--- config.mk ---
export PLATFORM = sky130hd
export DESIGN_NAME = spi_frame_tx
export DESIGN_NICKNAME = d
export VERILOG_FILES = /design/src/rtl/spi_pkg.sv /design/src/rtl/spi_clk_gen.sv /design/src/rtl/spi_frame_tx.sv
export SDC_FILE = /design/constraint.sdc
export NUM_CORES = 1
export LEC_CHECK = 0
export BUFFER_PORTS_ARGS = -buffer_cell sky130_fd_sc_hd__buf_2
export CAP_MARGIN = 20
export CELL_PAD_IN_SITES_DETAIL_PLACEMENT = 0
export CELL_PAD_IN_SITES_GLOBAL_PLACEMENT = 1
export CORE_ASPECT_RATIO = 1.75
export CORE_MARGIN = 5
export CORE_UTILIZATION = 30
export CTS_CLUSTER_DIAMETER = 200
export DETAILED_ROUTE_END_ITERATION = 16
export PLACE_DENSITY_LB_ADDON = 0.25
export SYNTH_ARGS = -nofsm -noshare
export SYNTH_HDL_FRONTEND = slang
export SYNTH_SLANG_ARGS = --single-unit
--- constraint.sdc ---
create_clock -name clk_27 -period 3 [get_ports clk_27]
set_input_delay 0.45 -clock clk_27 [delete_from_list [all_inputs] [get_ports clk_27]]
set_output_delay 0.45 -clock clk_27 [all_outputs]
set_load 0.02 [all_outputs]
--- src/rtl/spi_pkg.sv ---
// Shared defaults and state encoding for the SPI frame transmitter.
package spi_pkg;

  localparam int          CLK_DIV_DEF         = 112;
  localparam int          WORD_W_DEF          = 16;
  localparam int          WORDS_PER_FRAME_DEF = 64;
  localparam logic [15:0] HEADER_DEF          = 16'hA5C3;

  typedef enum logic [1:0] {
    IDLE = 2'd0,
    XFER = 2'd1,
    HOLD = 2'd2
  } spi_state_e;

endpackage

--- src/rtl/spi_clk_gen.sv ---
// SCLK generator: divides clk_27 into bit periods of CLK_DIV cycles.
// div_cnt restarts at 0 on a frame start and is held at 0 whenever the
// transmitter is not shifting, so SCLK idles low (mode 0).
module spi_clk_gen
  import spi_pkg::*;
#(
  parameter int CLK_DIV = CLK_DIV_DEF
) (
  input  logic clk_27,
  input  logic rst_n,
  input  logic clr,
  input  logic run,
  output logic spi_sclk,
  output logic bit_end,
  output logic pre_end
);

  localparam int               DIV_W    = $clog2(CLK_DIV);
  localparam logic [DIV_W-1:0] DIV_LAST = DIV_W'(CLK_DIV - 1);
  localparam logic [DIV_W-1:0] DIV_PRE  = DIV_W'(CLK_DIV - 2);
  localparam logic [DIV_W-1:0] DIV_HALF = DIV_W'(CLK_DIV / 2);

  logic [DIV_W-1:0] div_cnt_r;
  logic [DIV_W-1:0] div_nxt_s;
  logic             sclk_r;

  // Next divider value: cleared on start or when idle, wraps at CLK_DIV-1.
  always_comb begin
    div_nxt_s = '0;
    if (clr || !run) begin
      div_nxt_s = '0;
    end else if (div_cnt_r == DIV_LAST) begin
      div_nxt_s = '0;
    end else begin
      div_nxt_s = div_cnt_r + DIV_W'(1);
    end
  end

  // Divider and SCLK registers; SCLK is high for the second half of each bit.
  always_ff @(posedge clk_27) begin
    if (!rst_n) begin
      div_cnt_r <= '0;
      sclk_r    <= 1'b0;
    end else begin
      div_cnt_r <= div_nxt_s;
      sclk_r    <= (div_nxt_s >= DIV_HALF);
    end
  end

  assign spi_sclk = sclk_r;
  assign bit_end  = (div_cnt_r == DIV_LAST);
  assign pre_end  = (div_cnt_r == DIV_PRE);

endmodule

--- src/rtl/spi_frame_tx.sv ---
// SPI frame transmitter: on each rising edge of the delayed vsync, sends a
// header word followed by WORDS_PER_FRAME payload words pulled from a
// valid/ready source. Missing payload words are sent as zeros.
module spi_frame_tx
  import spi_pkg::*;
#(
  parameter int                CLK_DIV         = CLK_DIV_DEF,
  parameter int                WORD_W          = WORD_W_DEF,
  parameter int                WORDS_PER_FRAME = WORDS_PER_FRAME_DEF,
  parameter logic [WORD_W-1:0] HEADER          = WORD_W'(HEADER_DEF)
) (
  input  logic              clk_27,
  input  logic              rst_n,
  input  logic              vsync_d,
  input  logic [WORD_W-1:0] data_in,
  input  logic              data_valid,
  output logic              data_ready,
  output logic              spi_sclk,
  output logic              spi_mosi,
  output logic              spi_cs_n,
  output logic              busy,
  output logic              frame_done,
  output logic              underrun
);

  localparam int            BC_W    = $clog2(WORD_W);
  localparam int            WC_W    = $clog2(WORDS_PER_FRAME + 1);
  localparam int            HC_W    = $clog2(CLK_DIV / 2) > 0 ? $clog2(CLK_DIV / 2) : 1;
  localparam logic [BC_W-1:0] BC_TOP  = BC_W'(WORD_W - 1);
  localparam logic [WC_W-1:0] WC_LAST = WC_W'(WORDS_PER_FRAME);
  localparam logic [HC_W-1:0] HC_LAST = HC_W'(CLK_DIV / 2 - 1);

  spi_state_e        state_r,    state_nxt;
  logic [WORD_W-1:0] shreg_r,    shreg_nxt;
  logic [BC_W-1:0]   bit_cnt_r,  bit_cnt_nxt;
  logic [WC_W-1:0]   word_cnt_r, word_cnt_nxt;
  logic [HC_W-1:0]   hold_cnt_r, hold_cnt_nxt;
  logic              mosi_r,     mosi_nxt;
  logic              cs_n_r,     cs_n_nxt;
  logic              busy_r,     busy_nxt;
  logic              ready_r,    ready_nxt;
  logic              done_r,     done_nxt;
  logic              under_r,    under_nxt;
  logic              vs_q_r;
  logic              start_s;
  logic              run_s;
  logic              bit_end_s;
  logic              pre_end_s;

  assign start_s = vsync_d & ~vs_q_r & (state_r == IDLE);
  assign run_s   = (state_nxt == XFER);

  spi_clk_gen #(
    .CLK_DIV (CLK_DIV)
  ) u_clk_gen (
    .clk_27   (clk_27),
    .rst_n    (rst_n),
    .clr      (start_s),
    .run      (run_s),
    .spi_sclk (spi_sclk),
    .bit_end  (bit_end_s),
    .pre_end  (pre_end_s)
  );

  // Framing FSM: next state, shift register, counters and output values.
  always_comb begin
    state_nxt    = state_r;
    shreg_nxt    = shreg_r;
    bit_cnt_nxt  = bit_cnt_r;
    word_cnt_nxt = word_cnt_r;
    hold_cnt_nxt = hold_cnt_r;
    mosi_nxt     = mosi_r;
    cs_n_nxt     = cs_n_r;
    busy_nxt     = busy_r;
    ready_nxt    = 1'b0;
    done_nxt     = 1'b0;
    under_nxt    = 1'b0;
    case (state_r)
      IDLE: begin
        if (start_s) begin
          state_nxt    = XFER;
          shreg_nxt    = HEADER;
          mosi_nxt     = HEADER[WORD_W-1];
          bit_cnt_nxt  = BC_TOP;
          word_cnt_nxt = '0;
          cs_n_nxt     = 1'b0;
          busy_nxt     = 1'b1;
        end else begin
          mosi_nxt = 1'b0;
          cs_n_nxt = 1'b1;
          busy_nxt = 1'b0;
        end
      end
      XFER: begin
        if (bit_end_s) begin
          if (bit_cnt_r != '0) begin
            shreg_nxt   = {shreg_r[WORD_W-2:0], 1'b0};
            mosi_nxt    = shreg_r[WORD_W-2];
            bit_cnt_nxt = bit_cnt_r - BC_W'(1);
          end else if (word_cnt_r != WC_LAST) begin
            // Payload word boundary: take the source word or fill with zeros.
            if (data_valid) begin
              shreg_nxt = data_in;
              mosi_nxt  = data_in[WORD_W-1];
            end else begin
              shreg_nxt = '0;
              mosi_nxt  = 1'b0;
              under_nxt = 1'b1;
            end
            bit_cnt_nxt  = BC_TOP;
            word_cnt_nxt = word_cnt_r + WC_W'(1);
          end else begin
            state_nxt    = HOLD;
            mosi_nxt     = 1'b0;
            hold_cnt_nxt = '0;
          end
        end else begin
          // Raise ready for the cycle on which the next word is captured.
          ready_nxt = pre_end_s && (bit_cnt_r == '0) && (word_cnt_r != WC_LAST);
        end
      end
      HOLD: begin
        if (hold_cnt_r == HC_LAST) begin
          state_nxt    = IDLE;
          hold_cnt_nxt = '0;
          cs_n_nxt     = 1'b1;
          busy_nxt     = 1'b0;
          done_nxt     = 1'b1;
        end else begin
          hold_cnt_nxt = hold_cnt_r + HC_W'(1);
        end
      end
      default: begin
        state_nxt = IDLE;
        mosi_nxt  = 1'b0;
        cs_n_nxt  = 1'b1;
        busy_nxt  = 1'b0;
      end
    endcase
  end

  // State, datapath and output registers with synchronous reset.
  always_ff @(posedge clk_27) begin
    if (!rst_n) begin
      state_r    <= IDLE;
      shreg_r    <= '0;
      bit_cnt_r  <= '0;
      word_cnt_r <= '0;
      hold_cnt_r <= '0;
      mosi_r     <= 1'b0;
      cs_n_r     <= 1'b1;
      busy_r     <= 1'b0;
      ready_r    <= 1'b0;
      done_r     <= 1'b0;
      under_r    <= 1'b0;
      vs_q_r     <= 1'b0;
    end else begin
      state_r    <= state_nxt;
      shreg_r    <= shreg_nxt;
      bit_cnt_r  <= bit_cnt_nxt;
      word_cnt_r <= word_cnt_nxt;
      hold_cnt_r <= hold_cnt_nxt;
      mosi_r     <= mosi_nxt;
      cs_n_r     <= cs_n_nxt;
      busy_r     <= busy_nxt;
      ready_r    <= ready_nxt;
      done_r     <= done_nxt;
      under_r    <= under_nxt;
      vs_q_r     <= vsync_d;
    end
  end

  assign spi_mosi   = mosi_r;
  assign spi_cs_n   = cs_n_r;
  assign busy       = busy_r;
  assign data_ready = ready_r;
  assign frame_done = done_r;
  assign underrun   = under_r;

endmodule

==> impl_results.md <==
- Setup violators final: 0
- WL per Instance: 14.58 µm
- Mapped Nets: 310
- Initial core utilization: 0.3053
- GRT Util Overall: 0.1218
- Worst hold path class: input pin to register
- Status: complete, no violations
- Worst VDD drop: 209.7 µV
- CTS tree: built
- Final Cycle Share: 0.7776
- Fmax: 0.4287 GHz
- Grt total ovfl: 0
- Worst Path Required: 3.22 ns
- Port Buffers: 26
- IO Count: 27
- Worst R2R End: word_cnt_r[5]$_SDFFE_PN0P_
- CP Launch Type: register
- Total negative slack: 0 ns
- H-tree depth: 2
- Crit end category: register
- Die Width: 77.82 µm
- Time the worst path needs with I/O delays and setup: 2.333 ns
- Die Area: 0.01001 mm²
- CTS max path bufs: 2
- Yosys reg bits: 49
- CTS Root Cell: clkbuf_16
- Vias per cell: 5.296
- Hpwl dp: 4307 µm
- Static Leakage: 1.116 nW
- Hold buffer count at cts: 0
- Met3 usage: 0.02661
- Vias: 2108
- Met2 Use GR: 0.2132
- Worst-skew pair later-pin latency: 0.29 ns
- First-pass GRT wire length: 9853 µm
- CTS Buf Count: 5
- R2r worst-path depth: 7
- CTS sink cnt: 49
- Reg clk slew, reported paths: 0.06 ns
- Vias in the first global route: 2016
- Gates resized, CTS repair: 0
- Main synth FF type: dfxtp_1
- Drt pass-1 iters: 4
- Met1 usage: 0.1378
- Worst EP arrival: 2.55 ns
- Slew Viols, Final: 0
- Slew HR: 0.5280
- CP startpoint: bit_cnt_r[0]$_SDFFE_PN0P_
- Final GP Congestion: 0.7811
- Post-synth EDFFs: 0
- Largest net degree at the start of global routing: 20
- Unique masters post-synth: 48
- RSZ-0062 raised after global routing: false
- Post-synthesis cell count: 283
- Area Overhead vs Synth: 16.63%
- Synth top area cells: dfxtp_1 41%, nand3_1 4.1%, nand2_1 4.0%
- Drt initial violations: 110
- WL final: 5802 µm
- Setup bufs post-CTS: 0
- Max Cap Viol: 0
- Mapped Avg Cell Area: 8.533 µm²
- Share of cells above drive strength 1: 0.1558
- Final WS setup: 0.6673 ns
- Reg-to-Reg Start: bit_cnt_r[0]$_SDFFE_PN0P_
- Final Hold Vio Count: 0
- Post-Route Utilization: 0.3561
- FFs w/ async S/R, synth: 0
- # DRC: 0
- CP Max Fanout: 7
- Height of the die: 128.7 µm
- Area leader, netlist: dfxtp_1
- Post-Syn Area: 0.002415 mm²
- Tightest Pin Transition: 0.7005 ns
- Antenna Violating Nets Remaining: 0
- Peak-usage layer in the global routing report: met2
- P per Cell Area: 537.8 mW/mm²
- Antenna diode count: 0
- Initial antenna violation count: 0
- Share of the synthesized area in the top cell type: 0.4062
- Worst setup endpoint: word_cnt_r[5]$_SDFFE_PN0P_
- Final clock skew: 0.004636 ns
- Synth warn: 0
- Fin nets: 334
- Sequential area share after synthesis: 0.4062
- Worst Path Class, Setup: register to register
- Number of core rows: 43
- Reg2reg setup slack: 0.67 ns
- Std-Cell Core Area: 0.007909 mm²
- DP Worst Slack: 0.6897 ns
## worst min-delay path by stage
stage          cells after the start                          to  slack (ns)                  startpoint
2_1_floorplan                      1  hold_cnt_r[5]$_SDFFE_PN0P_        0.43  hold_cnt_r[5]$_SDFFE_PN0P_
3_3_place_gp                       2     shreg_r[2]$_SDFFE_PN0P_        0.46     shreg_r[2]$_SDFFE_PN0P_
3_5_place_dp                       1  hold_cnt_r[5]$_SDFFE_PN0P_        0.47  hold_cnt_r[5]$_SDFFE_PN0P_
4_1_cts                            2           vs_q_r$_SDFF_PN0_        0.38                     vsync_d
5_1_grt                            2           vs_q_r$_SDFF_PN0_        0.40                     vsync_d
6_report                           2           vs_q_r$_SDFF_PN0_        0.38                     vsync_d
## layer usage
metal | wire length (µm) | up-vias
met2 | 3082 | 24
met4 | 166 | 0
li1 | - | 1064
met5 | 0 | -
met3 | 165 | 9
met1 | 2387 | 1011
## state kept, by name, summed over array words and instances (netlist names)
name and count:
busy 1, shreg_r 15, vs_q_r 1, underrun 1, hold_cnt_r 6, frame_done 1
data_ready 1, word_cnt_r 7, spi_mosi 1, u_clk_gen.div_cnt_r 7, spi_cs_n 1, u_clk_gen.spi_sclk 1
state_r 2, bit_cnt_r 4
## power by group
| part | switching, mW | total, mW | internal, mW |
|---|---|---|---|
| sequential | 0.0165 | 0.691 | 0.675 |
| clock | 0.235 | 0.651 | 0.417 |
| combinational | 0.104 | 0.172 | 0.0682 |
| total | 0.355 | 1.51 | 1.16 |
## cell usage after synthesis (2+ instances only)
library cell  count
a211oi_1          2
a21boi_0          6
a21oi_1          15
a31oi_1           3
a32oi_1           2
and2_1            3
and3_1            6
buf_2             3
clkbuf_1         12
dfxtp_1          49
ha_1              7
inv_1            10
mux2i_1           6
nand2_1          26
nand2b_1          5
nand3_1          20
nand4_1          10
nor2_1           21
nor2b_1          11
nor3_1            7
nor3b_1           4
nor4_1            2
o2111ai_1         2
o211a_1           8
o211ai_1          3
o21ai_0          13
xor2_1            6
## cell families after synthesis
kind of cell               count (synthesis)  synth area share
AOI/OAI and AO/OA                         65            0.1953
and+or+nand+nor                          123            0.2668
muxes                                      6           0.02487
adders and majority gates                  7           0.03627
xor gates and xnor gates                   7           0.02539
buffers and inverters                     26           0.04508
DFF                                       49            0.4062
## through the flow
| step | hold WS, ns | instance area [µm²] | std cells | total power [mW] |
|---|---|---|---|---|
| detailed placement | 0.4700 | 2644 | 390 | 0.8806 |
| floorplan | 0.4317 | 2415 | 283 | 0.8248 |
| finish | 0.3825 | 2816 | 398 | 1.515 |
| global route | 0.3959 | 2816 | 398 | 1.583 |
| CTS | 0.3779 | 2816 | 398 | 1.540 |
| global placement | 0.4646 | 2644 | 390 | 0.8791 |
## worst max-delay path: stages, from the launching register on
cell and delay (ns):
dfxtp_1 0.33, inv_1 0.08, ha_1 0.17, or3b_1 0.43
a2111oi_4 0.55, o21ai_2 0.17, or3_1 0.37, a21oi_1 0.15
## layout by cell type (no fill, tap or decap), drive strengths merged, types with 7 or more instances in the layout
| master | instances |
|---|---|
| a21oi | 16 |
| buf | 33 |
| clkbuf | 7 |
| dfxtp | 49 |
| ha | 7 |
| inv | 10 |
| nand2 | 26 |
| nand3 | 20 |
| nand4 | 10 |
| nor2 | 21 |
| nor2b | 11 |
| nor3 | 7 |
| o211a | 8 |
| o21ai | 14 |
## area by class of cell
cell class,instances,area (µm²)
Sequential cell,49,980.9
Timing Repair Buffer,33,182.7
Tap cell,90,112.6
Inverter,10,37.54
Clock buffer,7,142.6
Multi-Input combinational cell,208,1330
Fill cell,823,5092
Clock inverter,1,30.03
Note: power is estimated with default switching activity, not from simulation.
